[src/rtl/lane_merge_pkg.sv]
// Shared types for the four-lane merger: lane index, arbitration state.
package lane_merge_pkg;

   localparam int unsigned NumLanes = 4;

   typedef logic [1:0] lane_idx_t;

   typedef enum logic {ARB, LOCKED} merge_state_t;

endpackage

[src/rtl/rr_arbiter4.sv]
// Combinational round-robin pick: first requesting lane at or after ptr, wrapping mod 4.
module rr_arbiter4
   import lane_merge_pkg::*;
(
   input  logic [NumLanes-1:0] req,
   input  lane_idx_t           ptr,
   output logic                gnt_valid,
   output lane_idx_t           gnt_idx
);

   lane_idx_t cand;

   always_comb begin
      gnt_valid = 1'b0;
      gnt_idx   = ptr;
      cand      = ptr;
      for (int unsigned k = 0; k < NumLanes; k++) begin
         // 2-bit add wraps naturally, giving the mod-4 search order
         cand = ptr + lane_idx_t'(k);
         if (!gnt_valid && req[cand]) begin
            gnt_valid = 1'b1;
            gnt_idx   = cand;
         end
      end
   end

endmodule

[src/rtl/lane_merge4.sv]
// Four-lane to one-lane merger with round-robin arbitration and packet lock on last.
module lane_merge4
   import lane_merge_pkg::*;
#(
   parameter int unsigned Width = 16
) (
   input  logic                      clk_i,
   input  logic                      rst_i,
   input  logic [NumLanes-1:0]       in_valid_i,
   input  logic [NumLanes-1:0]       in_last_i,
   input  logic [NumLanes*Width-1:0] in_data_i,
   output logic [NumLanes-1:0]       in_ready_o,
   output logic                      out_valid_o,
   output logic [Width-1:0]          out_data_o,
   output logic [1:0]                out_sel_o,
   output logic                      out_last_o,
   input  logic                      out_ready_i
);

   merge_state_t state;
   lane_idx_t    ptr;
   lane_idx_t    lock_lane;

   logic      arb_valid;
   lane_idx_t arb_idx;
   logic      gnt_valid;
   lane_idx_t gnt_idx;
   logic      load_ok;
   logic      xfer;

   rr_arbiter4 u_arb (
      .req       (in_valid_i),
      .ptr       (ptr),
      .gnt_valid (arb_valid),
      .gnt_idx   (arb_idx)
   );

   always_comb begin
      load_ok = !out_valid_o || out_ready_i;
      // A locked lane keeps its grant even while its valid is low
      if (state == LOCKED) begin
         gnt_valid = 1'b1;
         gnt_idx   = lock_lane;
      end else begin
         gnt_valid = arb_valid;
         gnt_idx   = arb_idx;
      end
      in_ready_o = '0;
      if (gnt_valid && load_ok) in_ready_o[gnt_idx] = 1'b1;
      xfer = in_valid_i[gnt_idx] && in_ready_o[gnt_idx];
   end

   always_ff @(posedge clk_i) begin
      if (rst_i) begin
         out_valid_o <= 1'b0;
         out_data_o  <= '0;
         out_sel_o   <= '0;
         out_last_o  <= 1'b0;
         ptr         <= '0;
         lock_lane   <= '0;
         state       <= ARB;
      end else if (xfer) begin
         out_valid_o <= 1'b1;
         out_data_o  <= in_data_i[gnt_idx*Width +: Width];
         out_sel_o   <= gnt_idx;
         out_last_o  <= in_last_i[gnt_idx];
         if (in_last_i[gnt_idx]) begin
            state <= ARB;
            ptr   <= gnt_idx + lane_idx_t'(1);
         end else begin
            state     <= LOCKED;
            lock_lane <= gnt_idx;
         end
      end else if (load_ok) begin
         out_valid_o <= 1'b0;
      end
   end

endmodule

[config.mk]
export PLATFORM = sky130hd
export DESIGN_NAME = lane_merge4
export DESIGN_NICKNAME = d
export VERILOG_FILES = /design/src/rtl/lane_merge_pkg.sv /design/src/rtl/rr_arbiter4.sv /design/src/rtl/lane_merge4.sv
export SDC_FILE = /design/constraint.sdc
export NUM_CORES = 1
export LEC_CHECK = 0
export BUFFER_PORTS_ARGS = -buffer_cell sky130_fd_sc_hd__buf_2
export CAP_MARGIN = 10
export CORE_MARGIN = 4
export CORE_UTILIZATION = 40
export DETAILED_ROUTE_END_ITERATION = 8
export GPL_TIMING_DRIVEN = 0
export MAX_ROUTING_LAYER = met4
export PLACE_DENSITY = 0.7
export SLEW_MARGIN = 20
export SYNTH_ARGS = -nofsm -noshare
export SYNTH_HDL_FRONTEND = slang
export SYNTH_SLANG_ARGS = --single-unit
[constraint.sdc]
create_clock -name clk_i -period 3.61 [get_ports clk_i]
set_clock_uncertainty 0.2 [all_clocks]
set_input_delay 0.1805 -clock clk_i [delete_from_list [all_inputs] [get_ports clk_i]]
set_output_delay 0.1805 -clock clk_i [all_outputs]
set_load 0.01 [all_outputs]
After elaboration in Yosys (flattened, before gate mapping)
Cells that the tools add are included.
Widths: inputs -> output; s select.

word-level totals
  bits in registers = 25
  input port bits = 75
  output and inout bits = 24
  word-level logic and storage cells = 62

operators by class
  $add $sub $neg = 4
  order comparisons = 6
  shift-type cells = 1
  multiplexer cells = 29
  bitwise operators = 1
  reduce and logical (&&, ||, !) cells = 14

operators by type and width
  operator             number
  $shiftx 64x7->16     1
  $mux 1               16
  $lt 2x3->1 const B   5
  $bmux 1 s2           7
  $mux 2               4
  $logic_and 1x1->1    6
  $add 2x1->2 const B  2
  $add 2x2->2 const B  2
  $logic_not 1->1      4
  $mux 4               1
  $reduce_and 2->1     2
  $demux 1 s2          1
  $ge 2x1->1 const B   1
  $reduce_bool 2->1    1
  $logic_or 1x1->1     1
  $not 1->1            1

Depth between registers and ports, before layout
Gate-level depths: netlist (run 1).

  word-level depth = 22
  depth in mapped cells = 10
  gate-level depth less buffers = 7

Hierarchy
A second synthesis (run 1) with hierarchy kept.

unflattened totals
  cells, all modules = 239
  area total of the unflattened synthesis = 1741.7 µm²

by module, submodules not included
  module       times used  cells each  area an instance (µm²)
  lane_merge4  1           223         1645.3
  rr_arbiter4  1           16          96.3

Least setup slack after synthesis (run 1)
No wires, ideal clock.

  path type = reg2reg
  start = register ptr[0]
  end = register out_data_o[10]
  library setup time = 0.128 ns
  arrival = 2.185 ns
  required time = 3.282 ns
  slack = 1.098 ns
  stages on the path, launching flop included = 10
  path buffers = 2
  clock period less this slack = 2.512 ns
  cells stage by stage = dfxtp_1 -> inv_2 -> o311a_1 -> o41ai_4 -> buf_4 -> buf_6 -> mux2i_1 -> mux2i_1 -> mux2i_1 -> nor2_1

on the way
  cells in the longest elaborated chain, start to end = 21

ends and longest elaborated chain
  element                                                               line               RTL
  from (decl)                                                           lane_merge4.sv:21  lane_idx_t ptr;
  from (signal assigned)                                                lane_merge4.sv:69  ptr <= gnt_idx + lane_idx_t'(1);
  parallel branches: the longest is 21 deep, another holds $add 2x1->2  n/a
  to (signal assigned)                                                  lane_merge4.sv:64  out_data_o <= in_data_i[gnt_idx*Width +: Width];
  to (decl)                                                             lane_merge4.sv:14  output logic [Width-1:0] out_data_o,

Several ways; the timed one is not identified. The select of a mux whose other input is x is not followed.
A chain may end at the register's enable or synchronous reset.

Final worst setup path (run 1)
  start = register ptr[0]
  end = output in_ready_o[2]

on the way
  cells in the longest elaborated chain, start to end = 18

ends and longest elaborated chain
  element                                                               line               RTL
  parallel branches: the longest is 17 deep, another holds $add 2x1->2  n/a
  $mux 4 *                                                              lane_merge4.sv:49  if (gnt_valid && load_ok) in_ready_o[gnt_idx] = 1'b1;
  to (decl)                                                             lane_merge4.sv:12  output logic [NumLanes-1:0] in_ready_o,

Mark *: on every way between the ends. The select of a mux whose other input is x is not followed.

==> results.tsv, run 1 <==
metric	value	unit
status	complete, no violations	
top_reg_cell synth	dfxtp_1	
leakage power	1.18	nW
dpl cells	343	
Sequential Power Share	22.3	%
vias in the first global route	1601	
Slew @ Worst Pin	0.687	ns
GPL Wtd Cong	0.877	
DPL Wire Length	3.82	mm
worst-case clock buffer depth	2	
Via Count	1759	
area growth from synthesis to layout	32.9	%
largest net degree at the start of global routing	14	
number of setup buffers added after CTS	0	
All-Layer GR Usage	17.2	%
Post-Syn Nets	270	
die width	75.0	um
CP dominant cell by count	inv_2	
Final Util	54.8	%
post-synth cell types	41	
share of cells above drive strength 1	38.6	%
die area	0.00562	mm2
initial antenna violation count	0	
total routed wirelength	4.77	mm
Post-synth EDFFs	0	
root buf cell	clkbuf_8	
Yosys warning total	0	
CP Capture Type	output port	
Rel. slew slack	54.2	%
WP data required	3.23	ns
Die Height	75.0	um
Post-Layout Cell Count	347	
RSZ-0062 raised after global routing	false	
peak fanout along the critical path	10	
CTS Sinks	25	
TritonCTS clock tree	done	
Switching Power	0.000953	W
htree depth	1	
Slowest cell on crit path	o41ai_4	
gr ovfl total	0	
part of the Yosys area used for sequential elements	27.9	%
Worst setup SP type	register	
Hold Buf Count CTS	0	
P per Cell Area	908	mW/mm2
Post-Syn Area	0.00179	mm2
clock transition at the registers of the reported paths	0.09	ns
Max VDD drop	0.411	mV
Core Region	0.00435	mm2
Antenna diodes	0	
num ports	99	
WL/cell	13.8	um
#FFs+latches synth	25	
Net count, final	371	
switching part of the total power	44.0	%
I/O Buffers	96	
Critical Path AT	2.65	ns
TNS Setup	0	ns
1st-pass router iterations	4	
fin. max-slew vios	0	
design internal power	0.00121	W
Mapped Cells	195	
DRC Markers	0	
ys async rst share	0	%
Clock power frac	7.5	%
Setup CP Type	register to output port	
Max Fclk	330	MHz
Tcrit/Tclk final	83.9	%
Synth top area share	37.4	%
syn avg cell area	9.20	um2
Worst path max stage delay	0.54	ns
cells along the critical path	inv_2 > o311a_1 > o41ai_4 > buf_4 > buf_6 > inv_2 > and3_1 > buf_2	
DR vias/cell	5.07	
Final Critical Period	3.03	ns
row cnt	24	
DRT iter0 DRCs	49	
first-pass GRT wire length	7.37	mm
worst skew pair latency	0.26	ns
max-cap violations	0	
largest area contributor in the netlist	mux2i_1	
antenna-violating nets left	0	
Finish-stage setup viols	0	
CTS Buf Count	3	
Hold Path Class	input pin to register	
Initial Util	41.2	%
combinational power share	70.2	%
CTS resizes	0	
Hold Vio Cnt, Final	0	
synth top area cells	mux2i_1 (37%), dfxtp_1 (28%), nor2_1 (4.8%)	
## metal layers
metal  part of all wire [%]  vias to the layer above  GRT usage [%]
li1                       -                      899              -
met1                     43                      813           21.7
met2                     52                       45           30.2
met3                    4.6                        2           1.60
met4                   0.42                        0           3.16
met5                      0                        -              -
## area by class of cell
cell class / count / area, um2
Buffer: 16 / 86.3
Inverter: 4 / 15.0
Clock buffer: 4 / 45.0
Timing Repair Buffer: 96 / 480
Multi-Input combinational cell: 150 / 1190
Fill cell: 412 / 1970
Tap cell: 52 / 65.1
Sequential cell: 25 / 500
## synthesized netlist by cell type (2+ instances only)
cell / instances
mux2i_1: 67
dfxtp_1: 25
nor2_1: 23
nand2b_1: 10
a21oi_1: 9
nand2_1: 7
buf_2: 6
clkbuf_1: 4
buf_1: 3
nor2b_1: 3
a211o_1: 2
a311oi_1: 2
and3_1: 2
buf_6: 2
inv_1: 2
inv_2: 2
nor3_1: 2
## cell usage in the layout, fill, tap and decap left out, types with 2 or more instances in the layout
cell / count
buf_2: 102
mux2i_1: 67
dfxtp_1: 25
nor2_1: 23
nand2b_1: 10
a21oi_1: 9
nand2_1: 7
clkbuf_1: 5
nor2b_1: 3
buf_1: 3
clkbuf_8: 3
nor3_1: 2
inv_2: 2
inv_1: 2
buf_6: 2
and3_1: 2
a211o_1: 2
a311oi_1: 2
## through the flow
| step | setup WS, ns | power [W] | area [um2] | hold slack [ns] |
|---|---|---|---|---|
| after floorplan | 1.10 | 0.00164 | 1790 | 0.188 |
| after global placement | 0.802 | 0.00200 | 2340 | 0.260 |
| after detailed placement | 0.715 | 0.00202 | 2340 | 0.257 |
| after CTS | 0.582 | 0.00219 | 2380 | 0.0162 |
| after global routing | 0.484 | 0.00234 | 2380 | 0.0144 |
| final | 0.583 | 0.00217 | 2380 | 0.0196 |
## cell families (layout without fill, tap and decap cells)
logic type	Yosys count	count (layout)	share of synthesized area, %
AND/OR/NAND/NOR	54	54	15.0
flip-flops	25	25	27.9
buffers and inverters	20	120	5.65
XOR/XNOR	1	1	0.488
AO/OA/AOI/OAI	24	24	10.3
multiplexers	71	71	40.7
## worst max-delay path, delay by kind of cell (launching register included)
| family | cells | cell delay [ns] |
|---|---|---|
| flip-flops | 1 | 0.49 |
| AO/OA/AOI/OAI | 2 | 0.93 |
| AND/OR/NAND/NOR | 1 | 0.17 |
| buffers and inverters | 5 | 0.79 |
## flip-flops by register name, indices dropped and copies added, names as in the netlist
signal / cells
lock_lane: 2
out_data_o: 16
out_last_o: 1
out_sel_o: 2
out_valid_o: 1
ptr: 2
state: 1
## power by group through the flow
stage                     Clock [W]  Sequential [W]  Combinational [W]
after floorplan                   0        0.000529            0.00111
after global placement            0        0.000484            0.00152
after detailed placement          0        0.000485            0.00154
after CTS                  0.000167        0.000483            0.00154
after global routing       0.000174        0.000501            0.00166
final                      0.000163        0.000483            0.00152
## final timing paths
kind | from | endpoint | slack, ns | cells after the start
worst max-delay path | ptr[0]$_SDFFE_PP0P_ | in_ready_o[2] | 0.58 | 8
worst min-delay path | out_ready_i | out_valid_o$_SDFFE_PP0P_ | 0.02 | 4
worst max register to register | ptr[0]$_SDFFE_PP0P_ | out_data_o[10]$_SDFFE_PP0P_ | 0.71 | 9
worst min register to register | out_last_o$_SDFFE_PP0P_ | out_last_o$_SDFFE_PP0P_ | 0.28 | 2
No activity file was read; power rests on OpenSTA's default activity.
==> inputs of run 2 (changes only) <==
Settings changed: ABC_AREA set to 1, PLACE_DENSITY 0.7 to 0.68.
Clock period 3.61 ns to 3.1 ns, I/O delays scaled along.
==> results.tsv, run 2 <==
metric	value	unit	change
status	complete, no violations		
CTS Buf Count	3		unchanged
share of cells above drive strength 1	30.5	%	-8.1 points
clock transition at the registers of the reported paths	0.09	ns	about the same
DR vias/cell	5.15		+1.6%
first-pass GRT wire length	10.7	mm	+45%
Critical Path AT	2.56	ns	-0.09 ns
syn avg cell area	5.69	um2	-38%
Rel. slew slack	65.7	%	+11 points
register area	505	um2	+1.0%
row cnt	25		+4.2%
die width	79.7	um	+6.3%
Finish-stage setup viols	0		unchanged
Largest register FFs	16		unchanged
Setup CP Type	register to output port		
CP Capture Type	output port		
All-Layer GR Usage	21.8	%	+4.6 points
area of the multi-input gates	0.00132	mm2	+11%
worst-case clock buffer depth	2		unchanged
DRC Markers	0		unchanged
antenna-violating nets left	0		unchanged
Initial Util	42.4	%	+1.2 points
die area	0.00635	mm2	+13%
area growth from synthesis to layout	31.8	%	
I/O Buffers	98		+2.1%
#FFs+latches synth	25		unchanged
Die Height	79.7	um	+6.3%
fin. max-slew vios	0		unchanged
WL/cell	13.3	um	-3.6%
Net count, final	541		+46%
Worst setup SP type	register		
WP data required	2.74	ns	-0.49 ns
count leader, synth	nand2_1		
Setup WS post-layout	0.184	ns	-0.398 ns
DRT iter0 DRCs	164		+230%
Slew @ Worst Pin	0.512	ns	-0.175 ns
R2R Setup Slk	0.44	ns	-0.27 ns
root buf cell	clkbuf_8		
num ports	99		unchanged
ys async rst share	0	%	unchanged
commonest non-fill, non-tap cells in the layout	buf_2 (107), nand2_1 (106), nand3_1 (86)		
Tcrit/Tclk final	94.0	%	
Mapped Cells	361		+85%
fillcell total	538		+31%
part of the Yosys area used for sequential elements	24.3	%	-3.5 points
most common cell after layout, fill and taps aside	buf_2		
Synth top area share	24.3	%	-13 points
Hold Path Class	input pin to register		
1st-pass router iterations	5		+1
vias in the first global route	2336		+46%
TritonCTS clock tree	done		
htree depth	1		unchanged
Post-synth top cells	nand2_1 (107), nand3_1 (86), nor2_1 (44)		
Max Fclk	343	MHz	
Yosys warning total	0		unchanged
Post-Syn Nets	436		+61%
Final Critical Period	2.92	ns	
Post-Syn Area	0.00206	mm2	+15%
GPL Wtd Cong	0.895		+2.1%
largest reg by FF count	out_data_o		
synth top area cells	dfxtp_1 (24%), nand3_1 (21%), nand2_1 (20%)		
Hold Vio Cnt, Final	0		unchanged
CTS Sinks	25		unchanged
top_reg_cell synth	dfxtp_1		
Antenna diodes	0		unchanged
worst skew pair latency	0.28	ns	+0.02 ns
post-synth cell types	22		-46%
largest area contributor in the netlist	dfxtp_1		
Post-synth EDFFs	0		unchanged
total routed wirelength	7.06	mm	+48%
DPL Wire Length	5.48	mm	+43%
Core Region	0.00485	mm2	+11%
peak fanout along the critical path	10		unchanged
largest net degree at the start of global routing	15		+1
initial antenna violation count	0		unchanged
Via Count	2741		+56%
gr ovfl total	0		unchanged
Setup WS pre-CTS	0.374	ns	-0.342 ns
max-cap violations	0		unchanged
## run 2: path summary, 6_finish.rpt
check | end | cells after the start | startpoint
setup / recovery | in_ready_o[1] | 14 | ptr[0]$_SDFFE_PP0P_
hold reg to reg | out_last_o$_SDFFE_PP0P_ | 2 | out_last_o$_SDFFE_PP0P_
hold / removal | out_valid_o$_SDFFE_PP0P_ | 4 | out_ready_i
setup reg to reg | out_data_o[5]$_SDFFE_PP0P_ | 17 | ptr[0]$_SDFFE_PP0P_
## run 2: per-stage QoR
step | hold WS [ns] | setup TNS, ns | instances | cell area [um2] | utilization (%)
CTS | 0.00626 | 0 | 531 | 2690 | 55.4
finish | 0.0105 | 0 | 532 | 2710 | 55.9
global route | 0.0262 | -0.00504 | 532 | 2710 | 55.9
global placement | 0.164 | 0 | 526 | 2630 | 54.2
detailed placement | 0.168 | 0 | 526 | 2630 | 54.2
floorplan | 0.0174 | 0 | 361 | 2060 | -
## run 2: what timing repair did
action,CTS,global route
endpoints found under the setup margin,0,2
hold buffers,1,0
buffers inserted,0,1
gates resized for setup,0,5
endpoints found under the hold margin,3,0
## run 2: critical path: stages (launching register included)
cell     delay [ns]
dfxtp_4        0.39
inv_2          0.07
buf_6          0.14
nand2_1        0.07
nand3_1        0.06
nand2_1        0.20
nand4_4        0.16
nand2_1        0.12
nand3_2        0.11
nand2_1        0.11
buf_4          0.18
inv_2          0.09
buf_2          0.21
nor3_1         0.21
buf_2          0.17
## run 2: metal layers
layer	routed length, um	part of all wire, %	global-route usage (%)
met1	3270	46	29.5
met2	3180	45	33.3
met3	439	6.2	2.82
met4	172	2.4	7.73
met5	0	0	-
## run 2: layout make-up
type,instances,share of cell area [%]
Timing Repair Buffer,100,18.7
Multi-Input combinational cell,282,48.8
Sequential cell,25,18.7
Buffer,21,4.43
Clock inverter,1,0.185
Clock buffer,3,1.52
Inverter,33,4.57
Tap cell,67,3.09
## run 2: kinds of logic (layout without fill, tap and decap cells)
family          after synthesis  after routing  synth area share [%]
compound gates                6              6                  2.19
buf+inv                      54            158                  11.9
flops                        25             25                  24.3
simple gates                276            276                  61.6
Power of run 2 is left out: the tool's default activity adds up to more than one toggle a clock period on the data nets, which glitch-free logic cannot reach.
==> inputs of run 3 (changes only) <==
Settings changed: CTS_BUF_LIST set to sky130_fd_sc_hd__clkbuf_8, GPL_TIMING_DRIVEN 0 to unset.
==> results.tsv, run 3 (synthesis results as in run 2) <==
metric	value	unit	change
status	complete, no violations		
largest reg by FF count	out_data_o		
die width	79.7	um	unchanged
peak fanout along the critical path	33		+23
R2R Setup Slk	0.29	ns	-0.15 ns
Top Metal Used	met4		
Post-Route M1 WL	2.91	mm	-11%
Reg-to-Reg Start	ptr[0]$_SDFFE_PP0P_		
Hold Path Sink	out_data_o[2]$_SDFFE_PP0P_		
I/O Buffers	98		unchanged
total routed wirelength	6.36	mm	-9.9%
most common cell after layout, fill and taps aside	nand2_1		
Final Critical Period	2.86	ns	-0.0565 ns
row cnt	25		unchanged
Worst path max stage delay	0.37	ns	-0.02 ns
Hold Crit Start	in_data_i[18]		
Net count, final	528		-2.4%
All-Layer GR Usage	20.4	%	-1.4 points
fillcell total	524		-2.6%
Critical Path AT	2.50	ns	-0.06 ns
root buf cell	clkbuf_8		
Antenna diodes	0		unchanged
Largest register FFs	16		unchanged
area of the multi-input gates	0.00132	mm2	about the same
CP Capture Type	output port		
TritonCTS clock tree	done		
Initial Util	42.4	%	unchanged
htree depth	1		unchanged
Die Height	79.7	um	unchanged
Tcrit/Tclk final	92.2	%	-1.8 points
largest net degree at the start of global routing	37		+22
vias in the first global route	2380		+1.9%
clock transition at the registers of the reported paths	0.09	ns	about the same
RSZ-0062 raised after global routing	false		
DRC Markers	0		unchanged
commonest non-fill, non-tap cells in the layout	nand2_1 (106), buf_2 (98), nand3_1 (86)		
register area	503	um2	-0.50%
Slowest cell on crit path	dfxtp_2		
Hold Vio Cnt, Final	0		unchanged
Setup CP Type	register to output port		
Buf/Inv on CP	5		-1
DRT iter0 DRCs	138		-16%
CP delay by family, top	simple AND/OR/NAND/NOR gates		
CP dominant cell by count	nand2_1		
R2R depth	18		+1
CTS Buf Count	3		unchanged
worst-case clock buffer depth	2		unchanged
TNS Setup	0	ns	unchanged
GPL Wtd Cong	0.851		-4.9%
Hold Crit Depth	5		+1
num ports	99		unchanged
Via Count	2560		-6.6%
Finish-stage setup viols	0		unchanged
die area	0.00635	mm2	unchanged
first-pass GRT wire length	10.4	mm	-2.9%
Worst setup SP type	register		
cells along the critical path	buf_6 > nand2_1 > nand2_1 > nand2_1 > nand2_2 > nand2_1 > nand2_1 > nand2_1 > nand2_1 > nand3_2 > nand2_1 > buf_4 > inv_2 > buf_6 > nor3_2 > buf_2		
fin. max-slew vios	0		unchanged
DR vias/cell	4.93		-4.3%
Hold Path Class	input pin to register		
Rel. slew slack	56.6	%	-9.0 points
Slew @ Worst Pin	0.650	ns	+0.138 ns
worst skew pair latency	0.27	ns	about the same
area growth from synthesis to layout	31.0	%	
DPL Wire Length	4.84	mm	-12%
Worst R2R End	out_valid_o$_SDFFE_PP0P_		
Core Region	0.00485	mm2	unchanged
antenna-violating nets left	0		unchanged
gr ovfl total	0		unchanged
routed length on met3	366	um	-17%
max-cap violations	0		unchanged
1st-pass router iterations	4		-1
WL/cell	12.2	um	-7.7%
Met2 Routed Length	3.03	mm	-4.6%
Max Fclk	350	MHz	+2.0%
WP data required	2.74	ns	about the same
initial antenna violation count	0		unchanged
share of cells above drive strength 1	30.1	%	-0.45 points
CTS Sinks	25		unchanged
## run 3: changes by cell type in the layout (fill, tap and decap cells not counted), sizes merged
cell / change
clkinvlp: +1
clkinv: -1
buf: -7
clkbuf: -7
dlygate4sd3: +1
## run 3: cell type report
cell class | count | area share, %
clock buffers | 3 | 1.53
well taps | 67 | 3.11
multi-input cells | 282 | 49.2
flip-flops and latches | 25 | 18.7
repair buffers | 108 | 22.5
inverters | 33 | 4.69
clock inverters | 1 | 0.279
## run 3: worst max path at each step
stage / cells past startpoint / slack (ns) / endpoint / startpoint
3_3_place_gp: 18 / 0.36 / out_data_o[10]$_SDFFE_PP0P_ / ptr[0]$_SDFFE_PP0P_
2_1_floorplan: 13 / 0.79 / in_ready_o[1] / ptr[0]$_SDFFE_PP0P_
3_5_place_dp: 19 / 0.30 / ptr[0]$_SDFFE_PP0P_ / ptr[1]$_SDFFE_PP0P_
4_1_cts: 14 / 0.09 / in_ready_o[3] / ptr[0]$_SDFFE_PP0P_
5_1_grt: 16 / 0.02 / in_ready_o[1] / ptr[0]$_SDFFE_PP0P_
6_report: 16 / 0.24 / in_ready_o[1] / ptr[0]$_SDFFE_PP0P_
## run 3: repair_timing
action	CTS	global route
buffers inserted	0	0
endpoints found under the hold margin	3	0
hold buffers	2	0
endpoints found under the setup margin	0	6
gates resized for setup	0	12
## run 3: worst reg2reg max path: stages (launching register included)
cell and delay, ns:
dfxtp_2 0.37, buf_6 0.16, nand2_1 0.06, nand2_1 0.14, nand2_1 0.08, nand2_2 0.12, nand2_1 0.10, nand2_1 0.07
nand2_1 0.05, nand2_1 0.07, nand3_2 0.12, nand2_1 0.11, nand2_1 0.05, nand2_1 0.08, nand2_2 0.07, nand2_4 0.09
nand2_4 0.14, a21oi_2 0.14, dlygate4sd3_1 0.54
## run 3: stage by stage
| step | instances | util (%) | worst slack [ns] | area [um2] | hold slack [ns] |
|---|---|---|---|---|---|
| 6_report | 519 | 55.5 | 0.241 | 2690 | 0.0202 |
| 4_1_cts | 519 | 54.7 | 0.0923 | 2650 | 0.0177 |
| 3_5_place_dp | 513 | 53.3 | 0.300 | 2580 | 0.166 |
| 3_3_place_gp | 513 | 53.3 | 0.357 | 2580 | 0.173 |
| 2_1_floorplan | 361 | - | 0.786 | 2060 | 0.0174 |
| 5_1_grt | 519 | 55.5 | 0.0161 | 2690 | 0.0520 |
## run 3: layer usage
layer / vias to the layer above / track usage (%)
met5: - / -
met4: 0 / 3.44
met2: 73 / 34.6
met3: 4 / 4.29
li1: 1360 / -
met1: 1123 / 25.3
Power of run 3 is left out for the same reason.
